===== src/rtl/neat_gene_aligner.sv =====
// rtl/neat_gene_aligner.sv - innovation-aligns two sorted parent gene streams into tagged pairs.
// Optional genome statistics are built only when NEAT_ALIGN_STATS_EN is defined.
module neat_gene_aligner #(
  parameter int GENE_SZ    = 64,
  parameter int ATTR_SZ    = 8,
  parameter int INNOV_SZ   = 16,
  parameter int FIFO_DEPTH = 4,
  parameter int BIAS_ID    = 0,
  parameter int CNT_SZ     = 16
) (
  input  logic               clk,
  input  logic               rst,
  input  logic               p1_valid,
  output logic               p1_ready,
  input  logic [GENE_SZ-1:0] p1_gene,
  input  logic               p1_last,
  input  logic               p2_valid,
  output logic               p2_ready,
  input  logic [GENE_SZ-1:0] p2_gene,
  input  logic               p2_last,
  output logic               out_valid,
  input  logic               out_ready,
  output logic [GENE_SZ-1:0] gene1_out,
  output logic [GENE_SZ-1:0] gene2_out,
  output logic               bubble,
  output logic               bias,
  output logic [1:0]         gene_class,
  output logic               gene_side,
  output logic               out_last,
  output logic               stats_valid,
  output logic [CNT_SZ-1:0]  match_cnt,
  output logic [CNT_SZ-1:0]  disjoint_cnt,
  output logic [CNT_SZ-1:0]  excess_cnt
);
  localparam int PW = $clog2(FIFO_DEPTH);
  localparam int CW = PW + 1;
  localparam int EW = GENE_SZ + 1;
  localparam logic [CW-1:0] DEPTH_C = CW'(FIFO_DEPTH);
  localparam logic [1:0] S_MERGE = 2'd0, S_TAIL1 = 2'd1, S_TAIL2 = 2'd2;
  localparam logic [1:0] C_MATCH = 2'd0, C_DISJ = 2'd1, C_EXCESS = 2'd2;

  logic [EW-1:0] r_mem1 [FIFO_DEPTH];
  logic [EW-1:0] r_mem2 [FIFO_DEPTH];
  logic [PW-1:0] r_wptr1, r_rptr1, r_wptr2, r_rptr2;
  logic [CW-1:0] r_cnt1, r_cnt2;
  logic          r_up;
  logic [1:0]    r_state;

  logic               r_out_valid, r_bubble, r_bias, r_side, r_last;
  logic [GENE_SZ-1:0] r_g1, r_g2;
  logic [1:0]         r_cls;

  logic               w_push1, w_push2, w_pop1, w_pop2, w_ne1, w_ne2, w_free, w_fire;
  logic [EW-1:0]      w_head1, w_head2;
  logic [GENE_SZ-1:0] w_gene1, w_gene2, w_g1, w_g2;
  logic               w_last1, w_last2, w_b1, w_b2;
  logic [INNOV_SZ-1:0] w_innov1, w_innov2;
  logic [1:0]         w_nstate, w_cls;
  logic               w_bub, w_bias, w_side, w_olast;

  // ready stays low through reset and rises on the first clock afterwards
  assign p1_ready = r_up && (r_cnt1 != DEPTH_C);
  assign p2_ready = r_up && (r_cnt2 != DEPTH_C);
  assign w_push1  = p1_valid && p1_ready;
  assign w_push2  = p2_valid && p2_ready;
  assign w_ne1    = (r_cnt1 != '0);
  assign w_ne2    = (r_cnt2 != '0);
  assign w_free   = !r_out_valid || out_ready;

  assign w_head1  = r_mem1[r_rptr1];
  assign w_head2  = r_mem2[r_rptr2];
  assign w_gene1  = w_head1[GENE_SZ-1:0];
  assign w_gene2  = w_head2[GENE_SZ-1:0];
  assign w_last1  = w_head1[GENE_SZ];
  assign w_last2  = w_head2[GENE_SZ];
  assign w_innov1 = w_gene1[GENE_SZ-1 -: INNOV_SZ];
  assign w_innov2 = w_gene2[GENE_SZ-1 -: INNOV_SZ];
  assign w_b1     = (w_gene1[ATTR_SZ-1:0] == ATTR_SZ'(BIAS_ID));
  assign w_b2     = (w_gene2[ATTR_SZ-1:0] == ATTR_SZ'(BIAS_ID));

  always_ff @(posedge clk) begin
    if (w_push1) r_mem1[r_wptr1] <= {p1_last, p1_gene};
    if (w_push2) r_mem2[r_wptr2] <= {p2_last, p2_gene};
  end

  always_ff @(posedge clk or negedge rst) begin
    if (!rst) begin
      r_up    <= 1'b0;
      r_wptr1 <= '0;
      r_rptr1 <= '0;
      r_cnt1  <= '0;
      r_wptr2 <= '0;
      r_rptr2 <= '0;
      r_cnt2  <= '0;
    end else begin
      r_up <= 1'b1;
      if (w_push1) r_wptr1 <= r_wptr1 + 1'b1;
      if (w_pop1)  r_rptr1 <= r_rptr1 + 1'b1;
      if (w_push2) r_wptr2 <= r_wptr2 + 1'b1;
      if (w_pop2)  r_rptr2 <= r_rptr2 + 1'b1;
      r_cnt1 <= r_cnt1 + CW'(w_push1) - CW'(w_pop1);
      r_cnt2 <= r_cnt2 + CW'(w_push2) - CW'(w_pop2);
    end
  end

  always_comb begin
    w_fire   = 1'b0;
    w_pop1   = 1'b0;
    w_pop2   = 1'b0;
    w_nstate = r_state;
    w_g1     = '0;
    w_g2     = '0;
    w_bub    = 1'b0;
    w_bias   = 1'b0;
    w_cls    = C_MATCH;
    w_side   = 1'b0;
    w_olast  = 1'b0;
    case (r_state)
      S_MERGE: begin
        if (w_ne1 && w_ne2 && w_free) begin
          w_fire = 1'b1;
          if (w_innov1 == w_innov2) begin
            w_pop1 = 1'b1;
            w_pop2 = 1'b1;
            w_g1   = w_gene1;
            w_g2   = w_gene2;
            w_bias = w_b1;
            if (w_last1 && w_last2) w_olast  = 1'b1;
            else if (w_last2)       w_nstate = S_TAIL1;
            else if (w_last1)       w_nstate = S_TAIL2;
          end else if (w_innov1 < w_innov2) begin
            w_pop1 = 1'b1;
            w_g1   = w_gene1;
            w_bub  = 1'b1;
            w_cls  = C_DISJ;
            w_bias = w_b1;
            if (w_last1) w_nstate = S_TAIL2;
          end else begin
            w_pop2 = 1'b1;
            w_g2   = w_gene2;
            w_bub  = 1'b1;
            w_cls  = C_DISJ;
            w_side = 1'b1;
            w_bias = w_b2;
            if (w_last2) w_nstate = S_TAIL1;
          end
        end
      end
      S_TAIL1: begin
        if (w_ne1 && w_free) begin
          w_fire = 1'b1;
          w_pop1 = 1'b1;
          w_g1   = w_gene1;
          w_bub  = 1'b1;
          w_cls  = C_EXCESS;
          w_bias = w_b1;
          if (w_last1) begin
            w_olast  = 1'b1;
            w_nstate = S_MERGE;
          end
        end
      end
      S_TAIL2: begin
        if (w_ne2 && w_free) begin
          w_fire = 1'b1;
          w_pop2 = 1'b1;
          w_g2   = w_gene2;
          w_bub  = 1'b1;
          w_cls  = C_EXCESS;
          w_side = 1'b1;
          w_bias = w_b2;
          if (w_last2) begin
            w_olast  = 1'b1;
            w_nstate = S_MERGE;
          end
        end
      end
      default: w_nstate = S_MERGE;
    endcase
  end

  always_ff @(posedge clk or negedge rst) begin
    if (!rst) begin
      r_state     <= S_MERGE;
      r_out_valid <= 1'b0;
      r_g1        <= '0;
      r_g2        <= '0;
      r_bubble    <= 1'b0;
      r_bias      <= 1'b0;
      r_cls       <= C_MATCH;
      r_side      <= 1'b0;
      r_last      <= 1'b0;
    end else begin
      r_state <= w_nstate;
      if (w_fire) begin
        r_out_valid <= 1'b1;
        r_g1        <= w_g1;
        r_g2        <= w_g2;
        r_bubble    <= w_bub;
        r_bias      <= w_bias;
        r_cls       <= w_cls;
        r_side      <= w_side;
        r_last      <= w_olast;
      end else if (out_ready) begin
        r_out_valid <= 1'b0;
      end
    end
  end

  assign out_valid  = r_out_valid;
  assign gene1_out  = r_g1;
  assign gene2_out  = r_g2;
  assign bubble     = r_bubble;
  assign bias       = r_bias;
  assign gene_class = r_cls;
  assign gene_side  = r_side;
  assign out_last   = r_last;

`ifdef NEAT_ALIGN_STATS_EN
  logic              w_accept;
  logic              r_stats_valid;
  logic [CNT_SZ-1:0] r_match, r_disj, r_excess;

  assign w_accept = r_out_valid && out_ready;

  // clearing after the stats pulse still counts a pair accepted in that same cycle
  function automatic logic [CNT_SZ-1:0] bump(input logic [CNT_SZ-1:0] c, input logic hit,
                                             input logic clr);
    if (clr) return hit ? CNT_SZ'(1) : '0;
    if (hit && !(&c)) return c + 1'b1;
    return c;
  endfunction

  always_ff @(posedge clk or negedge rst) begin
    if (!rst) begin
      r_stats_valid <= 1'b0;
      r_match       <= '0;
      r_disj        <= '0;
      r_excess      <= '0;
    end else begin
      r_stats_valid <= w_accept && r_last;
      r_match       <= bump(r_match,  w_accept && (r_cls == C_MATCH),  r_stats_valid);
      r_disj        <= bump(r_disj,   w_accept && (r_cls == C_DISJ),   r_stats_valid);
      r_excess      <= bump(r_excess, w_accept && (r_cls == C_EXCESS), r_stats_valid);
    end
  end

  assign stats_valid  = r_stats_valid;
  assign match_cnt    = r_match;
  assign disjoint_cnt = r_disj;
  assign excess_cnt   = r_excess;
`else
  assign stats_valid  = 1'b0;
  assign match_cnt    = '0;
  assign disjoint_cnt = '0;
  assign excess_cnt   = '0;
`endif
endmodule


===== config.mk =====
export PLATFORM = sky130hd
export DESIGN_NAME = neat_gene_aligner
export DESIGN_NICKNAME = d
export VERILOG_FILES = /design/src/rtl/neat_gene_aligner.sv
export SDC_FILE = /design/constraint.sdc
export NUM_CORES = 1
export LEC_CHECK = 0
export CORE_MARGIN = 2
export CORE_UTILIZATION = 55
export DETAILED_ROUTE_END_ITERATION = 12
export PLACE_DENSITY = 0.87
export SYNTH_ARGS = -nofsm -noshare
export SYNTH_HDL_FRONTEND = slang
export SYNTH_SLANG_ARGS = --single-unit

===== constraint.sdc =====
create_clock -name clk -period 4.75 [get_ports clk]
set_input_delay 0.7125 -clock clk [delete_from_list [all_inputs] [get_ports clk]]
set_output_delay 0.7125 -clock clk [all_outputs]
set_load 0.01 [all_outputs]

==> results.sh <==
export IMPL_status="finished, final reports clean"
export IMPL_relSlewSlack=0.262
export IMPL_r2r_cells=14
export IMPL_synth_xor_area_frac=0.00311
export IMPL_cts_hold_buf=0
export IMPL_ios=321
export IMPL_rows=78
export IMPL_antenna_left=0
export IMPL_start_util=0.558
export IMPL_die_h_um=219
export IMPL_dieArea_um2=47900
export IMPL_cp_arrival_ps=4680
export IMPL_hold_path_class="primary input to async pin"
export IMPL_cp_top_family="adder cells"
export IMPL_dr_first_iter_drc_count=951
export IMPL_grt_pass1_wl_um=82300
export IMPL_slew_viol_final=0
export IMPL_drive_gt1_frac=0.167
export IMPL_synth_simple_area_share=0.0139
export IMPL_area_delta_synth_final_pct=21.0
export IMPL_r2r_start="r_rptr1[0]"
export IMPL_crit_buf_inv=3
export IMPL_vias=12900
export IMPL_grt_pass1_vias=13200
export IMPL_synth_top_family_by_area="multiplexers"
export IMPL_synth_top_area_cell="edfxtp_1"
export IMPL_htree_levels=3
export IMPL_wire_per_inst_um=25.5
export IMPL_synth_seq_cells=672
export IMPL_grt_overflow_total=0
export IMPL_synth_area_leaders="edfxtp_1 62%, dfrtp_1 15%, mux4_2 12%"
export IMPL_postCtsSetupRepairBufs=0
export IMPL_clk_pin_slew_ps=60
export IMPL_critical_path_max_stage_delay_ps=660
export IMPL_ys_flop_type="edfxtp_1"
export IMPL_critPathSlowestCell="dfrtp_4"
export IMPL_p_leak_nw=10.9
export IMPL_grt_max_degree=94
export IMPL_period_share=0.887
export IMPL_final_setup_tns_ps=0
export IMPL_finClkSkew_ps=30.7
export IMPL_mostFrequentLayoutCells="520 x edfxtp_1, 270 x clkdlybuf4s50_1, 148 x dfrtp_1"
export IMPL_drcViolationCount=0
export IMPL_cts_buffers=68
export IMPL_synth_edf_count=520
export IMPL_fin_util=0.675
export IMPL_cts_root_buf="clkbuf_16"
export IMPL_multiInputGateArea_um2=5380
export IMPL_avgSynthCellArea_um2=21.0
export IMPL_wl_um=55100
export IMPL_yosys_warnings=0
export IMPL_fmax_ghz=0.237
export IMPL_yosysTopAreaCellShare=0.615
export IMPL_netlist_cell_type_count=51
export IMPL_startpoint_type="register"
export IMPL_antenna_found_initial=5
export IMPL_track_usage=0.234
export IMPL_crit_path_cell_trace="mux4_2 > ha_1 > nand4_1 > a2111o_1 > a31oi_4 > o21a_4 > inv_4 > ha_1 > inv_1 > ha_1 > inv_1 > fa_1 > xnor2_1 > xnor2_1"
export IMPL_drt_pass1_iterations=5
export IMPL_gp_congestion=0.774
export IMPL_cp_end_kind="register"
export IMPL_cts_tree="done"
export IMPL_clockBufferDepth=3
export IMPL_nets=1670
export IMPL_synth_cells=1208
export IMPL_r2r_end="r_cnt1[2]"
export IMPL_fin_cells=2163
export IMPL_cts_sinks=672
export IMPL_io_buffer_count=271
export IMPL_setup_viol=0
export IMPL_cpMostUsedCell="ha_1"
export IMPL_hold_violations=0
export IMPL_regArea_um2=19400
export IMPL_place_inst=2035
export IMPL_ctsResizeCount=0
export IMPL_async_flop_share=0.226
export IMPL_post_route_min_period_ps=4210
export IMPL_vdd_drop_max_v=0.000501
export IMPL_final_common_cell="edfxtp_1"
export IMPL_finalPower_mw=19.3
export IMPL_crit_type="register to register"
export IMPL_die_x_um=219
export IMPL_place_hpwl_um=32300
export IMPL_rrSetupSlack_ps=540
export IMPL_synthAdderAreaFrac=0.0154
export IMPL_ys_seq_area_frac=0.765
export IMPL_p_per_area_nw_per_um2=628
export IMPL_final_area_um2=30700
export IMPL_synth_compound_area_frac=0.0549
export IMPL_drv_cap=0
export IMPL_crit_fanout=22
export IMPL_core_area_um2=45500
export IMPL_insertion_delay_ps=600
export IMPL_synthMuxAreaShare=0.115
export IMPL_worstMarginPinSlew_ps=1110
export IMPL_synth_area_um2=25400
export IMPL_critPathRequiredTime_ps=5220
export IMPL_dpl_cell_area_um2=28500
export IMPL_routed_via_density=5.95
export IMPL_rsz0062_at_grt="false"
export IMPL_nFillCells=2823
==> cells in the mapped netlist, types with 2 or more instances <==
library cell / instances
conb_1: 2
nor4_1: 4
clkbuf_1: 19
xor2_1: 2
a21boi_0: 2
a41oi_1: 2
xnor2_1: 7
a21o_1: 2
nand3_1: 2
o21ai_0: 6
a21oi_1: 8
buf_6: 7
buf_1: 2
nor2_1: 10
o211ai_1: 2
nor2b_1: 2
dfrtp_1: 152
fa_1: 2
a22o_1: 127
ha_1: 28
edfxtp_1: 520
nand4_1: 4
nand2_1: 15
buf_2: 26
buf_4: 52
nor3_2: 2
and3_1: 9
inv_1: 32
and2_1: 4
a31oi_1: 2
nand2b_1: 5
mux4_2: 130
==> sequential cells by signal, summed over array words and instances, names as in the netlist, 3 cells and up <==
signal     flops
r_cnt2         3
r_mem2       260
r_cnt1         3
gene1_out     64
r_mem1       260
gene2_out     64
==> where the power goes <==
part	internal [mW]	switching, mW	total [mW]
clock network	3.07	2.12	5.19
logic	2.94	3.07	6.02
registers	7.41	0.652	8.06
==> cell type report <==
cell class | instances | share of cell area
Clock buffer | 100 | 0.0637
Tap cell | 600 | 0.0245
Antenna cell | 6 | 0.000489
Timing Repair Buffer | 285 | 0.0918
Clock inverter | 22 | 0.00705
Multi-Input combinational cell | 445 | 0.175
Sequential cell | 672 | 0.633
Inverter | 33 | 0.00412
==> through the flow <==
step	hold slack, ps	setup slack, ps
global placement	467	664
floorplan	417	402
CTS	266	516
detailed placement	469	531
finish	234	536
global route	304	340
==> routing by layer <==
layer,GRT usage,vias to the layer above,wire length (µm)
met5,0,-,0
li1,-,5432,-
met4,0.100,0,1940
met2,0.382,553,27900
met3,0.0456,106,3530
met1,0.311,6786,21800
==> worst max-delay path by stage <==
stage	startpoint	endpoint	cells after the start	slack [ps]
floorplan	r_rptr1[0]	r_cnt1[2]	18	400
global placement	r_rptr1[0]	r_cnt1[2]	14	660
detailed placement	r_rptr1[0]	r_cnt1[2]	14	530
CTS	r_rptr1[0]	r_cnt1[2]	14	520
global route	r_rptr1[0]	r_cnt1[2]	14	340
finish	r_rptr1[0]	r_cnt1[2]	14	540
==> cells by family (layout without fill, tap and decap cells) <==
logic type | after synthesis | after routing
AND/OR/NAND/NOR | 62 | 62
AO/OA/AOI/OAI | 164 | 164
flip-flops | 672 | 672
adder cells (fa/ha/maj) | 30 | 30
buffers and inverters | 139 | 440
other | 2 | 56
XOR/XNOR | 9 | 9
multiplexers | 130 | 130
No activity file was read; power rests on OpenSTA's default activity.
